$ cat src/rtl/vga_timing_pkg.sv
// vga_timing_pkg
//   Shared constants for the VGA timing generator and the flag designs that
//   consume its coordinates.
//   - Default 640x480@60 timing constants and the derived line/frame totals.
//   - Counter width (fixed at 10 bits, so every total must be <= 1024).
//   - Color width, color type and the blanking value.
//   - sync_level(): maps an "in sync pulse" flag onto the pin level for a
//     given pulse polarity.
package vga_timing_pkg;

  localparam int H_DISPLAY_DEF = 640;
  localparam int H_FRONT_DEF   = 16;
  localparam int H_SYNC_DEF    = 96;
  localparam int H_BACK_DEF    = 48;
  localparam int V_DISPLAY_DEF = 480;
  localparam int V_FRONT_DEF   = 10;
  localparam int V_SYNC_DEF    = 2;
  localparam int V_BACK_DEF    = 33;

  localparam int H_TOTAL_DEF = H_DISPLAY_DEF + H_FRONT_DEF + H_SYNC_DEF + H_BACK_DEF;
  localparam int V_TOTAL_DEF = V_DISPLAY_DEF + V_FRONT_DEF + V_SYNC_DEF + V_BACK_DEF;

  localparam int CNT_W   = 10;
  localparam int COLOR_W = 6;

  typedef logic [COLOR_W-1:0] color_t;

  localparam color_t BLACK = 6'b000000;

  // Pin level for a sync output: the pulse polarity while active, its
  // complement otherwise.
  function automatic logic sync_level(input logic active, input logic active_level);
    return active ? active_level : ~active_level;
  endfunction

endpackage

$ cat src/rtl/vga_wrap_counter.sv
// vga_wrap_counter
//   10-bit counter that advances when inc is high and wraps MAX -> 0.
//   Ports:
//     clk   in  1   pixel clock
//     reset in  1   synchronous, active-high; clears count to 0
//     inc   in  1   advance enable
//     count out 10  current value, 0..MAX
//     wrap  out 1   high when count==MAX && inc (the cycle that wraps)
module vga_wrap_counter
  import vga_timing_pkg::*;
#(
  parameter logic [CNT_W-1:0] MAX = 10'(H_TOTAL_DEF - 1)
) (
  input  logic             clk,
  input  logic             reset,
  input  logic             inc,
  output logic [CNT_W-1:0] count,
  output logic             wrap
);

  logic [CNT_W-1:0] count_reg;
  logic [CNT_W-1:0] count_next;

  assign wrap = inc && (count_reg == MAX);

  always_comb begin
    count_next = count_reg;
    if (inc) begin
      count_next = wrap ? '0 : count_reg + 10'd1;
    end
  end

  always_ff @(posedge clk) begin
    if (reset) begin
      count_reg <= '0;
    end else begin
      count_reg <= count_next;
    end
  end

  assign count = count_reg;

endmodule

$ cat src/rtl/vga_timing.sv
// vga_timing
//   Pixel timing generator plus output register stage. The coordinate
//   outputs come straight from the counter flops; the flag logic decodes
//   them into color_in combinationally, and this module registers that
//   color (blanked outside the visible area) together with hsync/vsync so
//   all pins change on the same edge, one cycle after the coordinates.
//
//   Optional feature macro: VGA_FRAME_COUNTER_EN
//     defined     -> 8-bit frame counter, +1 on the last pixel of each frame
//     not defined -> frame tied to 0, no counter flops
//
//   Ports:
//     clk         in  1   pixel clock
//     reset       in  1   synchronous, active-high; restarts at (0,0)
//     pix_x       out 10  current column, 0..H_TOTAL-1
//     pix_y       out 10  current row, 0..V_TOTAL-1
//     display_on  out 1   (pix_x,pix_y) inside the visible area
//     color_in    in  6   flag color for the current (pix_x,pix_y)
//     vga_rgb     out 6   registered, blanked color
//     hsync       out 1   registered horizontal sync
//     vsync       out 1   registered vertical sync
//     frame       out 8   frame count for animated flags
//     frame_start out 1   high while at (0,0)
module vga_timing
  import vga_timing_pkg::*;
#(
  parameter int   H_DISPLAY   = H_DISPLAY_DEF,
  parameter int   H_FRONT     = H_FRONT_DEF,
  parameter int   H_SYNC      = H_SYNC_DEF,
  parameter int   H_BACK      = H_BACK_DEF,
  parameter int   V_DISPLAY   = V_DISPLAY_DEF,
  parameter int   V_FRONT     = V_FRONT_DEF,
  parameter int   V_SYNC      = V_SYNC_DEF,
  parameter int   V_BACK      = V_BACK_DEF,
  parameter logic SYNC_ACTIVE = 1'b0
) (
  input  logic               clk,
  input  logic               reset,
  output logic [CNT_W-1:0]   pix_x,
  output logic [CNT_W-1:0]   pix_y,
  output logic               display_on,
  input  logic [COLOR_W-1:0] color_in,
  output logic [COLOR_W-1:0] vga_rgb,
  output logic               hsync,
  output logic               vsync,
  output logic [7:0]         frame,
  output logic               frame_start
);

  // Totals must fit the 10-bit counters (<= 1024).
  localparam int H_TOTAL = H_DISPLAY + H_FRONT + H_SYNC + H_BACK;
  localparam int V_TOTAL = V_DISPLAY + V_FRONT + V_SYNC + V_BACK;

  localparam logic [CNT_W-1:0] H_MAX    = CNT_W'(H_TOTAL - 1);
  localparam logic [CNT_W-1:0] V_MAX    = CNT_W'(V_TOTAL - 1);
  localparam logic [CNT_W-1:0] H_VIS    = CNT_W'(H_DISPLAY);
  localparam logic [CNT_W-1:0] V_VIS    = CNT_W'(V_DISPLAY);
  localparam logic [CNT_W-1:0] HS_START = CNT_W'(H_DISPLAY + H_FRONT);
  localparam logic [CNT_W-1:0] HS_END   = CNT_W'(H_DISPLAY + H_FRONT + H_SYNC);
  localparam logic [CNT_W-1:0] VS_START = CNT_W'(V_DISPLAY + V_FRONT);
  localparam logic [CNT_W-1:0] VS_END   = CNT_W'(V_DISPLAY + V_FRONT + V_SYNC);

  logic h_wrap;
  logic v_wrap;

  // ---------------------------------------------------------------------
  // Coordinate counters: vertical advances only on the horizontal wrap,
  // so v_wrap marks the last pixel of the frame.
  // ---------------------------------------------------------------------
  vga_wrap_counter #(.MAX(H_MAX)) u_h_cnt (
    .clk   (clk),
    .reset (reset),
    .inc   (1'b1),
    .count (pix_x),
    .wrap  (h_wrap)
  );

  vga_wrap_counter #(.MAX(V_MAX)) u_v_cnt (
    .clk   (clk),
    .reset (reset),
    .inc   (h_wrap),
    .count (pix_y),
    .wrap  (v_wrap)
  );

  assign display_on  = (pix_x < H_VIS) && (pix_y < V_VIS);
  assign frame_start = (pix_x == '0) && (pix_y == '0);

  // ---------------------------------------------------------------------
  // Stage 0: sync decode from the current coordinates.
  // ---------------------------------------------------------------------
  logic hs_active;
  logic vs_active;

  assign hs_active = (pix_x >= HS_START) && (pix_x < HS_END);
  assign vs_active = (pix_y >= VS_START) && (pix_y < VS_END);

  // ---------------------------------------------------------------------
  // Stage 1: output register. Color and both syncs share one flop stage
  // so they stay cycle-aligned at the pins.
  // ---------------------------------------------------------------------
  color_t vga_rgb_reg;
  color_t vga_rgb_next;
  logic   hsync_reg;
  logic   hsync_next;
  logic   vsync_reg;
  logic   vsync_next;

  always_comb begin
    vga_rgb_next = display_on ? color_in : BLACK;
    hsync_next   = sync_level(hs_active, SYNC_ACTIVE);
    vsync_next   = sync_level(vs_active, SYNC_ACTIVE);
  end

  always_ff @(posedge clk) begin
    if (reset) begin
      vga_rgb_reg <= BLACK;
      hsync_reg   <= ~SYNC_ACTIVE;
      vsync_reg   <= ~SYNC_ACTIVE;
    end else begin
      vga_rgb_reg <= vga_rgb_next;
      hsync_reg   <= hsync_next;
      vsync_reg   <= vsync_next;
    end
  end

  assign vga_rgb = vga_rgb_reg;
  assign hsync   = hsync_reg;
  assign vsync   = vsync_reg;

  // ---------------------------------------------------------------------
  // Frame counter (optional).
  // ---------------------------------------------------------------------
`ifdef VGA_FRAME_COUNTER_EN
  logic [7:0] frame_reg;

  always_ff @(posedge clk) begin
    if (reset) begin
      frame_reg <= 8'd0;
    end else if (v_wrap) begin
      frame_reg <= frame_reg + 8'd1;
    end
  end

  assign frame = frame_reg;
`else
  // End-of-frame strobe has no consumer without the counter.
  logic frame_end_unused;
  assign frame_end_unused = v_wrap;
  assign frame            = 8'd0;
`endif

endmodule

$ cat config.mk
export PLATFORM = sky130hd
export DESIGN_NAME = vga_timing
export DESIGN_NICKNAME = d
export VERILOG_FILES = /design/src/rtl/vga_timing_pkg.sv /design/src/rtl/vga_wrap_counter.sv /design/src/rtl/vga_timing.sv
export SDC_FILE = /design/constraint.sdc
export NUM_CORES = 1
export LEC_CHECK = 0
export BUFFER_PORTS_ARGS = -buffer_cell sky130_fd_sc_hd__clkbuf_2
export CAP_MARGIN = 10
export CORE_ASPECT_RATIO = 1.2
export CORE_MARGIN = 3
export CORE_UTILIZATION = 44
export DETAILED_ROUTE_END_ITERATION = 10
export PLACE_DENSITY_LB_ADDON = 0.2
export SYNTH_ARGS = -nofsm -noshare
export SYNTH_HDL_FRONTEND = slang
export SYNTH_SLANG_ARGS = --single-unit
$ cat constraint.sdc
create_clock -name clk -period 1.8 [get_ports clk]
set_input_delay 0.27 -clock clk [delete_from_list [all_inputs] [get_ports clk]]
set_output_delay 0.27 -clock clk [all_outputs]
set_load 0.005 [all_outputs]
==> results of run 1 <==
[power by group through the flow]
stage	Sequential [µW]	Clock (µW)	Combinational [µW]
after global routing	641	282	90.1
after global placement	652	0	78.7
after detailed placement	653	0	79.9
final	639	244	79.6
after CTS	639	258	80.4
after floorplan	657	0	47.9
[worst max-delay path, delay by kind of cell, from the launching register on]
| kind | cells | cell delay, ps |
|---|---|---|
| buf+inv | 1 | 120 |
| flops | 1 | 340 |
| simple gates | 3 | 900 |
[per-layer routing]
layer / part of all wire, % / GRT usage [%]
met1: 41 / 17.5
met2: 53 / 30.9
met3: 4.5 / 2.73
met4: 1.3 / 8.01
met5: 0 / 0
[final cells by class]
class	instances	area, µm²	area share (%)
Tap cell	34	42.5	2.59
Timing Repair Buffer	51	290	17.7
Inverter	5	18.8	1.14
Clock buffer	3	22.5	1.37
Sequential cell	28	563	34.3
Multi-Input combinational cell	113	703	42.9
[synth_stat cells]
cell      count  area [µm²]
or3_4         1        11.3
nor2_1       22        82.6
and3_1        2        12.5
or4_1         3        22.5
inv_1         5        18.8
nor4_4        1        21.3
nand2b_1      1        6.26
ha_1          4        50.1
or4b_1        1        10.0
nor3_1        6        30.0
and2_1        6        37.5
dfxtp_1      28         561
xnor2_1       7        61.3
and4_1        2        17.5
a21oi_1       5        25.0
nand2_1      10        37.5
o21bai_2      1        11.3
buf_4         8        60.1
nor2b_1       1        6.26
nor4b_1       2        17.5
o21ai_0       3        15.0
xor2_1        7        61.3
clkbuf_1      1        3.75
nand3_1       8        40.0
nand4_1       8        50.1
nor4_1        1        6.26
buf_6         1        11.3
or3_1         3        18.8
conb_1        1        3.75
[path summary, 6_finish.rpt]
check,from,to,slack [ps],depth (start not counted)
setup / recovery,u_h_cnt.count[6]$_SDFF_PP0_,frame_start,-140,4
hold / removal,color_in[5],vga_rgb[5]$_SDFF_PP0_,150,2
setup reg to reg,u_h_cnt.count[6]$_SDFF_PP0_,u_v_cnt.count[8]$_SDFFE_PP0N_,0,5
hold reg to reg,u_v_cnt.count[3]$_SDFFE_PP0N_,vsync$_SDFF_PP1_,560,1
[logic make-up (layout without fill, tap and decap cells)]
logic type / Yosys count / count (layout) / share of synthesized area [%]
compound gates: 9 / 9 / 3.92
buf+inv: 15 / 59 / 7.16
other cells: 1 / 8 / 0.286
fa+ha+maj: 4 / 4 / 3.82
simple gates: 78 / 78 / 32.7
flops: 28 / 28 / 42.8
xor+xnor: 14 / 14 / 9.36
[what timing repair did]
action / 4_1_cts / 5_1_grt
pin swaps: 3 / 4
setup buffers: 2 / 2
endpoints found under the setup margin: 2 / 17
cloned: 0 / 0
gates resized for setup: 1 / 9
[per-stage QoR]
stage                     power [µW]  hold WS [ps]  utilization [%]  std cells  area (µm²)
after CTS                        978           137             57.1        232        1600
final                            963           149             58.3        234        1640
after detailed placement         733           474             55.6        227        1560
after floorplan                  705           392                -        156        1340
after global routing            1010           127             58.3        234        1640
after global placement           731           470             55.6        227        1560
==> impl_metrics.py, run 1 <==
metrics = {
    "synthesis": {
        "ys_ff_latch": 28,
        "netlist_area_um2": 1310,
        "postSynthCellCount": 149,
        "syn_area_per_cell_um2": 8.79,
        "netlist-cell-type-count": 29,
        "ys_seq_area_share_pct": 42.8,
        "yosysWarningCount": 0,
    },
    "detailed_routing": {
        "ant_nets": 0,
        "dr.pass1.iters": 4,
        "route.detailed.drc": 0,
        "wl_per_cell_um": 12.5,
        "drt_iter0_drc": 27,
        "avgViaCountPerCell": 5.15,
        "wl_um": 2920,
        "num_vias": 1206,
    },
    "sta": {
        "rsz0062_at_grt": "true",
        "setup_violations": 1,
        "hold_viol": 0,
        "fin_crit_ps": 1940,
        "drv_slew": 0,
        "skew_ps": 9.49,
        "setup_tns_ps": -139,
        "fmax_mhz": 516,
        "period_share_pct": 108,
        "postLayoutSetupSlackWorst_ps": -139,
    },
    "critical_path": {
        "slowest_delay_ps": 400,
        "cp-start-kind": "register",
        "crit_slowest_cell": "or4_1",
        "critPathCaptureType": "primary output",
        "critPathKind": "reg2out",
        "required_ps": 1530,
        "cp_data_arrival_time_ps": 1670,
        "critPathMaxFanout": 2,
        "path_cells": "or3_4 -> or4_1 -> nor2_1 -> buf_2",
    },
    "clock_tree": {
        "tritoncts": "done",
        "cts_buffer_depth": 2,
        "cts-buffers-inserted": 3,
        "cts.sinks": 28,
        "insertion_delay_ps": 320,
        "root_buffer": "clkbuf_4",
        "ctsHoldBuffers": 0,
        "htree_num_levels": 1,
        "clkTransAtPathRegs_ps": 130,
    },
    "die": {
        "dieWidth_um": 55.8,
        "start_util_pct": 46.6,
        "rows": 21,
        "die_area_um2": 3670,
        "core_um2": 2810,
        "die_y_um": 65.8,
        "io_pins": 46,
    },
    "finish": {
        "final_cell_mix": "clkbuf_2 (36), dfxtp_1 (26), nor2_1 (22)",
        "antenna_cells": 0,
        "area_growth_syn_to_layout_pct": 25.2,
        "n_fill_cell": 275,
        "drive_gt1_share_pct": 32.5,
        "nNetsFinal": 214,
        "layout_commonest_cell": "clkbuf_2",
    },
    "place": {
        "place_hpwl_um": 2230,
        "pre_cts_slack_ps": 18.0,
        "port_buffers": 37,
        "place.gp.congestion": 0.831,
    },
    "job": {
        "cap_viol_max_count": 0,
    },
    "status": {
        "status": "finished with violations",
        "violations": "setup timing",
    },
    "power_and_ir_drop": {
        "power_frac_comb_pct": 8.3,
        "power.leakage_uw": 0.000706,
        "power.density_nw_per_um2": 587,
        "internal_power_uw": 751,
        "sw_frac_of_total_pct": 22.0,
        "max-vdd-ir-drop_uv": 373,
        "clockPowerShare_pct": 25.4,
        "p_sw_uw": 212,
        "power.share.sequential_pct": 66.4,
    },
    "global_routing": {
        "grt_remaining_overflow": 0,
        "antenna_found_initial": 0,
        "grt_max_degree": 15,
        "grt_pass1_vias": 1125,
        "grt_use_total_pct": 16.3,
        "grt_first_pass_wirelength_um": 4840,
    },
    "min_path": {
        "hold_path_class": "in2reg",
    },
}
Power figures use the tool's default switching activity.
==> run 2, diff against run 1 <==
--- a/config.mk
+++ b/config.mk
@@ -5,11 +5,12 @@
 export SDC_FILE = /design/constraint.sdc
 export NUM_CORES = 1
 export LEC_CHECK = 0
+export ABC_AREA = 1
 export BUFFER_PORTS_ARGS = -buffer_cell sky130_fd_sc_hd__clkbuf_2
 export CAP_MARGIN = 10
 export CORE_ASPECT_RATIO = 1.2
 export CORE_MARGIN = 3
-export CORE_UTILIZATION = 44
+export CORE_UTILIZATION = 45
 export DETAILED_ROUTE_END_ITERATION = 10
 export PLACE_DENSITY_LB_ADDON = 0.2
 export SYNTH_ARGS = -nofsm -noshare
==> impl_metrics.py, run 2 <==
metrics = {
    "status": {
        "status": "finished clean",
    },
    "sta": {
        "drv_slew": 0,
        "fmax_mhz": 578,
        "skew_ps": 3.07,
        "fin_crit_ps": 1730,
        "period_share_pct": 96.1,
        "rsz0062_at_grt": "true",
        "setup_violations": 0,
        "holdWs_ps": 110,
        "hold_viol": 0,
    },
    "clock_tree": {
        "cts-buffers-inserted": 3,
        "clkTransAtPathRegs_ps": 150,
        "tritoncts": "done",
        "cts_buffer_depth": 2,
        "cts.sinks": 28,
        "cts_setup_buffers": 0,
        "root_buffer": "clkbuf_4",
        "insertion_delay_ps": 330,
        "htree_num_levels": 1,
        "ctsHoldBuffers": 0,
    },
    "global_routing": {
        "grt_pass1_vias": 1221,
        "grt_max_degree": 16,
        "antenna_found_initial": 0,
        "grt_remaining_overflow": 0,
        "grt_first_pass_wirelength_um": 5530,
        "grt_use_total_pct": 17.1,
    },
    "die": {
        "die_y_um": 69.1,
        "start_util_pct": 48.0,
        "die_area_um2": 4050,
        "io_pins": 46,
        "rows": 22,
        "dieWidth_um": 58.6,
        "core_um2": 3110,
    },
    "synthesis": {
        "synth.most_common_cell": "nand2_1",
        "netlist-cell-type-count": 25,
        "synth_edf_count": 0,
        "syn_area_per_cell_um2": 7.05,
        "yosysWarningCount": 0,
        "ys_seq_area_share_pct": 37.5,
        "synth_fa_ha_area_share_pct": 3.35,
        "postSynthCellCount": 212,
        "netlist.area_leader.share_pct": 37.5,
        "ys.flop_type": "dfxtp_1",
        "synth_top_area_cell": "dfxtp_1",
        "synth-simple-area-share_pct": 36.9,
        "synth_common_cells": "nand2_1 (44), inv_1 (37), nor2_1 (31)",
        "synth_compound_area_share_pct": 5.86,
        "synth_top_cells_by_area": "dfxtp_1 (38%), nand2_1 (11%), inv_1 (9.3%)",
        "ys_async_sr_fraction_pct": 0,
        "synthXorXnorAreaFrac_pct": 1.76,
        "netlist_area_um2": 1490,
        "synth_top_family_by_area": "simple AND/OR/NAND/NOR gates",
        "synth_mux_area_share_pct": 0,
        "ys_ff_latch": 28,
    },
    "power_and_ir_drop": {
        "max-vdd-ir-drop_uv": 424,
        "internal_power_uw": 789,
        "clockPowerShare_pct": 30.2,
        "sw_frac_of_total_pct": 23.1,
        "power_uw": 1030,
        "power.share.sequential_pct": 62.4,
        "power_frac_comb_pct": 7.4,
        "power.leakage_uw": 0.000885,
        "p_sw_uw": 238,
        "power.density_nw_per_um2": 587,
    },
    "finish": {
        "antenna_cells": 0,
        "nNetsFinal": 265,
        "layout_commonest_cell": "nand2_1",
        "final_cell_mix": "nand2_1 (44), inv_1 (37), clkbuf_2 (37)",
        "drive_gt1_share_pct": 25.0,
        "n_fill_cell": 335,
        "area_growth_syn_to_layout_pct": 17.1,
    },
    "critical_path": {
        "cp-start-kind": "register",
        "r2r-start": "u_h_cnt.count[0]$_SDFF_PP0_",
        "critPathKind": "reg2out",
        "critPathCaptureType": "primary output",
        "critPathMaxFanout": 6,
        "r2r_end": "u_v_cnt.count[9]$_SDFFE_PP0N_",
        "required_ps": 1530,
        "reg2reg_depth": 8,
        "reg2reg_slack_ps": 230,
        "cp_data_arrival_time_ps": 1460,
    },
    "min_path": {
        "holdPathStages": 3,
        "hold_path_class": "in2reg",
        "hold_path_startpoint": "color_in[5]",
        "min_to": "vga_rgb[5]$_SDFF_PP0_",
    },
    "detailed_routing": {
        "route.detailed.drc": 0,
        "num_vias": 1402,
        "wl_um": 3300,
        "ant_nets": 0,
        "wl_per_cell_um": 11.4,
        "dr.pass1.iters": 4,
        "avgViaCountPerCell": 4.87,
        "drt_iter0_drc": 56,
    },
    "place": {
        "place_hpwl_um": 2590,
        "place.gp.congestion": 0.916,
        "port_buffers": 37,
    },
    "job": {
        "cap_viol_max_count": 0,
    },
}
-- run 2: changes by cell type after synthesis, moves of 4 or more --
cell	previous run	this run
and2_1	6	0
inv_1	5	37
nand2_1	10	44
nand3_1	8	13
nor2_1	22	31
xnor2_1	7	0
xor2_1	7	3
-- run 2: routing by layer --
| metal | share of wire, % | vias up | wire, µm | track usage, % |
|---|---|---|---|---|
| met5 | 0 | - | 0 | 0 |
| met4 | 1.6 | 0 | 54 | 7.30 |
| met3 | 6.2 | 6 | 205 | 2.25 |
| met2 | 50 | 40 | 1650 | 27.6 |
| li1 | - | 729 | - | - |
| met1 | 42 | 627 | 1390 | 22.5 |
-- run 2: power by group through the flow --
stage / clock network [µW] / registers (µW) / logic, µW
floorplan: 0 / 656 / 55.1
global placement: 0 / 655 / 73.5
detailed placement: 0 / 655 / 74.1
CTS: 325 / 642 / 75.6
global route: 349 / 643 / 88.2
finish: 310 / 641 / 75.5
-- run 2: worst max-delay path by stage --
| stage | from | endpoint | slack (ps) | depth (start not counted) |
|---|---|---|---|---|
| 6_report | u_v_cnt.count[5]$_SDFFE_PP0N_ | frame_start | 70 | 6 |
| 5_1_grt | u_v_cnt.count[5]$_SDFFE_PP0N_ | frame_start | -40 | 6 |
| 4_1_cts | u_v_cnt.count[1]$_SDFFE_PP0N_ | frame_start | 20 | 5 |
| 3_5_place_dp | u_h_cnt.count[0]$_SDFF_PP0_ | u_v_cnt.count[9]$_SDFFE_PP0N_ | 240 | 8 |
| 3_3_place_gp | u_h_cnt.count[0]$_SDFF_PP0_ | u_v_cnt.count[7]$_SDFFE_PP0N_ | 290 | 8 |
| 2_1_floorplan | u_h_cnt.count[0]$_SDFF_PP0_ | u_v_cnt.count[1]$_SDFFE_PP0N_ | 450 | 7 |
-- run 2: kinds of logic after synthesis --
logic type      count (synthesis)
flops                          28
xor+xnor                        3
simple gates                  115
buf+inv                        47
other cells                     1
compound gates                 14
fa+ha+maj                       4
-- run 2: final cells by class --
class	count	area (µm²)	share of cell area, %
multi-input combinational	144	767	43.8
tap	36	45.0	2.58
sequential	28	566	32.3
clock buffer	4	36.3	2.07
inverter	38	143	8.15
timing repair buffer	38	193	11.0
-- run 2: through the flow --
step / TNS [ps] / area, µm² / util, % / cells / setup WS, ps
after floorplan: 0 / 1520 / - / 219 / 446
after global placement: 0 / 1690 / 54.2 / 284 / 293
after detailed placement: 0 / 1690 / 54.2 / 284 / 236
after CTS: 0 / 1730 / 55.6 / 288 / 15.8
after global routing: -36.9 / 1750 / 56.2 / 288 / -36.9
final: 0 / 1750 / 56.2 / 288 / 69.8
-- run 2: repair_timing --
action	in CTS	in global routing
resized for setup	1	8
pin swaps	0	1
setup endpoints to repair	1	2
-- run 2: critical path: stages (launching register included) --
cell and delay, ps:
dfxtp_2 370, inv_1 80, nand2_1 70, nor2_2 140
nand4_1 110, nor3_2 210, clkbuf_2 140
==> run 3, diff against run 2 <==
--- a/config.mk
+++ b/config.mk
@@ -10,7 +10,7 @@
 export CAP_MARGIN = 10
 export CORE_ASPECT_RATIO = 1.2
 export CORE_MARGIN = 3
-export CORE_UTILIZATION = 45
+export CORE_UTILIZATION = 50
 export DETAILED_ROUTE_END_ITERATION = 10
 export PLACE_DENSITY_LB_ADDON = 0.2
 export SYNTH_ARGS = -nofsm -noshare
==> constraint.sdc (replaced) <==
create_clock -name clk -period 1.75 [get_ports clk]
set_input_delay 0.2625 -clock clk [delete_from_list [all_inputs] [get_ports clk]]
set_output_delay 0.2625 -clock clk [all_outputs]
set_load 0.005 [all_outputs]
==> impl_metrics.py, run 3 (synthesized netlist as in run 2, its figures left out) <==
metrics = {
    "sta": {
        "hold_viol": 0,
        "setup_violations": 0,
        "period_share_pct": 98.4,
        "drv_slew": 0,
        "skew_ps": 1.88,
        "postLayoutSetupSlackWorst_ps": 28.0,
        "fmax_mhz": 581,
        "fin_crit_ps": 1720,
    },
    "global_routing": {
        "grt_max_degree": 15,
        "grt_use_total_pct": 18.0,
        "grtUsageMet3_pct": 1.95,
        "met1_usage_pct": 21.7,
        "grt-busiest-layer": "met2",
        "grt_pass1_vias": 1268,
        "grt_first_pass_wirelength_um": 5310,
        "met2_usage_pct": 32.5,
        "antenna_found_initial": 0,
        "grt_remaining_overflow": 0,
    },
    "critical_path": {
        "required_ps": 1490,
        "slowest_delay_ps": 370,
        "cp-start-kind": "register",
        "cp_data_arrival_time_ps": 1460,
        "critPathKind": "reg2out",
        "critPathCaptureType": "primary output",
        "critPathMaxFanout": 6,
        "crit_slowest_cell": "dfxtp_2",
        "path_cells": "inv_1 -> nand2_1 -> nor2_2 -> nand4_1 -> nor3_2 -> buf_2",
    },
    "detailed_routing": {
        "ant_nets": 0,
        "wl_um": 3180,
        "dr.pass1.iters": 4,
        "drt_iter0_drc": 49,
        "wl_per_cell_um": 11.2,
        "num_vias": 1406,
        "route.detailed.drc": 0,
        "avgViaCountPerCell": 4.93,
    },
    "clock_tree": {
        "htree_num_levels": 1,
        "cts-buffers-inserted": 3,
        "clkTransAtPathRegs_ps": 140,
        "root_buffer": "clkbuf_4",
        "tritoncts": "done",
        "cts_buffer_depth": 2,
        "ctsHoldBuffers": 0,
        "cts.sinks": 28,
        "insertion_delay_ps": 320,
    },
    "place": {
        "place.gp.congestion": 0.815,
        "port_buffers": 37,
        "place_hpwl_um": 2450,
        "pre_cts_slack_ps": 209,
    },
    "finish": {
        "drive_gt1_share_pct": 27.5,
        "area_growth_syn_to_layout_pct": 16.8,
        "layout_commonest_cell": "nand2_1",
        "final_cell_mix": "nand2_1 (43), clkbuf_2 (36), inv_1 (34)",
        "antenna_cells": 0,
        "nNetsFinal": 265,
    },
    "die": {
        "die_y_um": 65.9,
        "dieWidth_um": 55.9,
        "rows": 21,
        "io_pins": 46,
        "die_area_um2": 3680,
        "core_um2": 2840,
        "start_util_pct": 52.6,
    },
    "power_and_ir_drop": {
        "max-vdd-ir-drop_uv": 474,
        "power_uw": 989,
        "power.leakage_uw": 0.000882,
        "power.density_nw_per_um2": 567,
    },
    "job": {
        "cap_viol_max_count": 0,
    },
    "min_path": {
        "hold_path_class": "in2reg",
    },
    "status": {
        "status": "finished clean",
    },
}
## run 3: changes by cell type in the layout (fill, tap and decap cells not counted), sizes merged
cell,previous run,this run
buf,1,2
clkbuf,41,39
## run 3: where the power goes
part,internal [µW],total [µW],switching [µW]
combinational,33.6,78.0,44.5
sequential,646,655,9.00
clock,80.8,257,176
total,760,989,229
## run 3: critical path: cells and delay by family, from the launching register on
kind / cells / cell delay, ps
buffers and inverters: 2 / 230
flip-flops: 1 / 370
AND/OR/NAND/NOR: 4 / 550
## run 3: final timing paths
path | from | to | slack (ps) | depth (start not counted)
setup / recovery | u_v_cnt.count[5]$_SDFFE_PP0N_ | frame_start | 30 | 6
hold / removal | color_in[0] | vga_rgb[0]$_SDFF_PP0_ | 110 | 3
setup reg to reg | u_h_cnt.count[0]$_SDFF_PP0_ | u_v_cnt.count[7]$_SDFFE_PP0N_ | 170 | 8
hold reg to reg | u_h_cnt.count[0]$_SDFF_PP0_ | u_h_cnt.count[0]$_SDFF_PP0_ | 500 | 1
## run 3: final cells by class
type	count	area (µm²)
fill	271	1090
sequential	28	578
clock buffer	3	22.5
tap	34	42.5
inverter	38	143
timing repair buffer	38	193
multi-input combinational	144	767
## run 3: layer usage
metal,wire length [µm],vias to the layer above
li1,-,732
met1,1390,634
met2,1610,35
met3,135,5
met4,44,0
met5,0,-
## run 3: repair_timing
action	4_1_cts	5_1_grt
gates resized for setup	3	17
pin swaps	0	2
buffers inserted	0	1
setup endpoints to repair	1	2
## run 3: stage by stage
| stage | instances | util (%) | area, µm² | setup TNS, ps | hold slack, ps |
|---|---|---|---|---|---|
| 3_5_place_dp | 281 | 59.1 | 1680 | 0 | 467 |
| 6_report | 285 | 61.5 | 1750 | 0 | 114 |
| 4_1_cts | 284 | 60.2 | 1710 | 0 | 107 |
| 2_1_floorplan | 219 | - | 1520 | 0 | 375 |
| 5_1_grt | 285 | 61.5 | 1750 | -6.94 | 111 |
| 3_3_place_gp | 281 | 59.1 | 1680 | 0 | 462 |
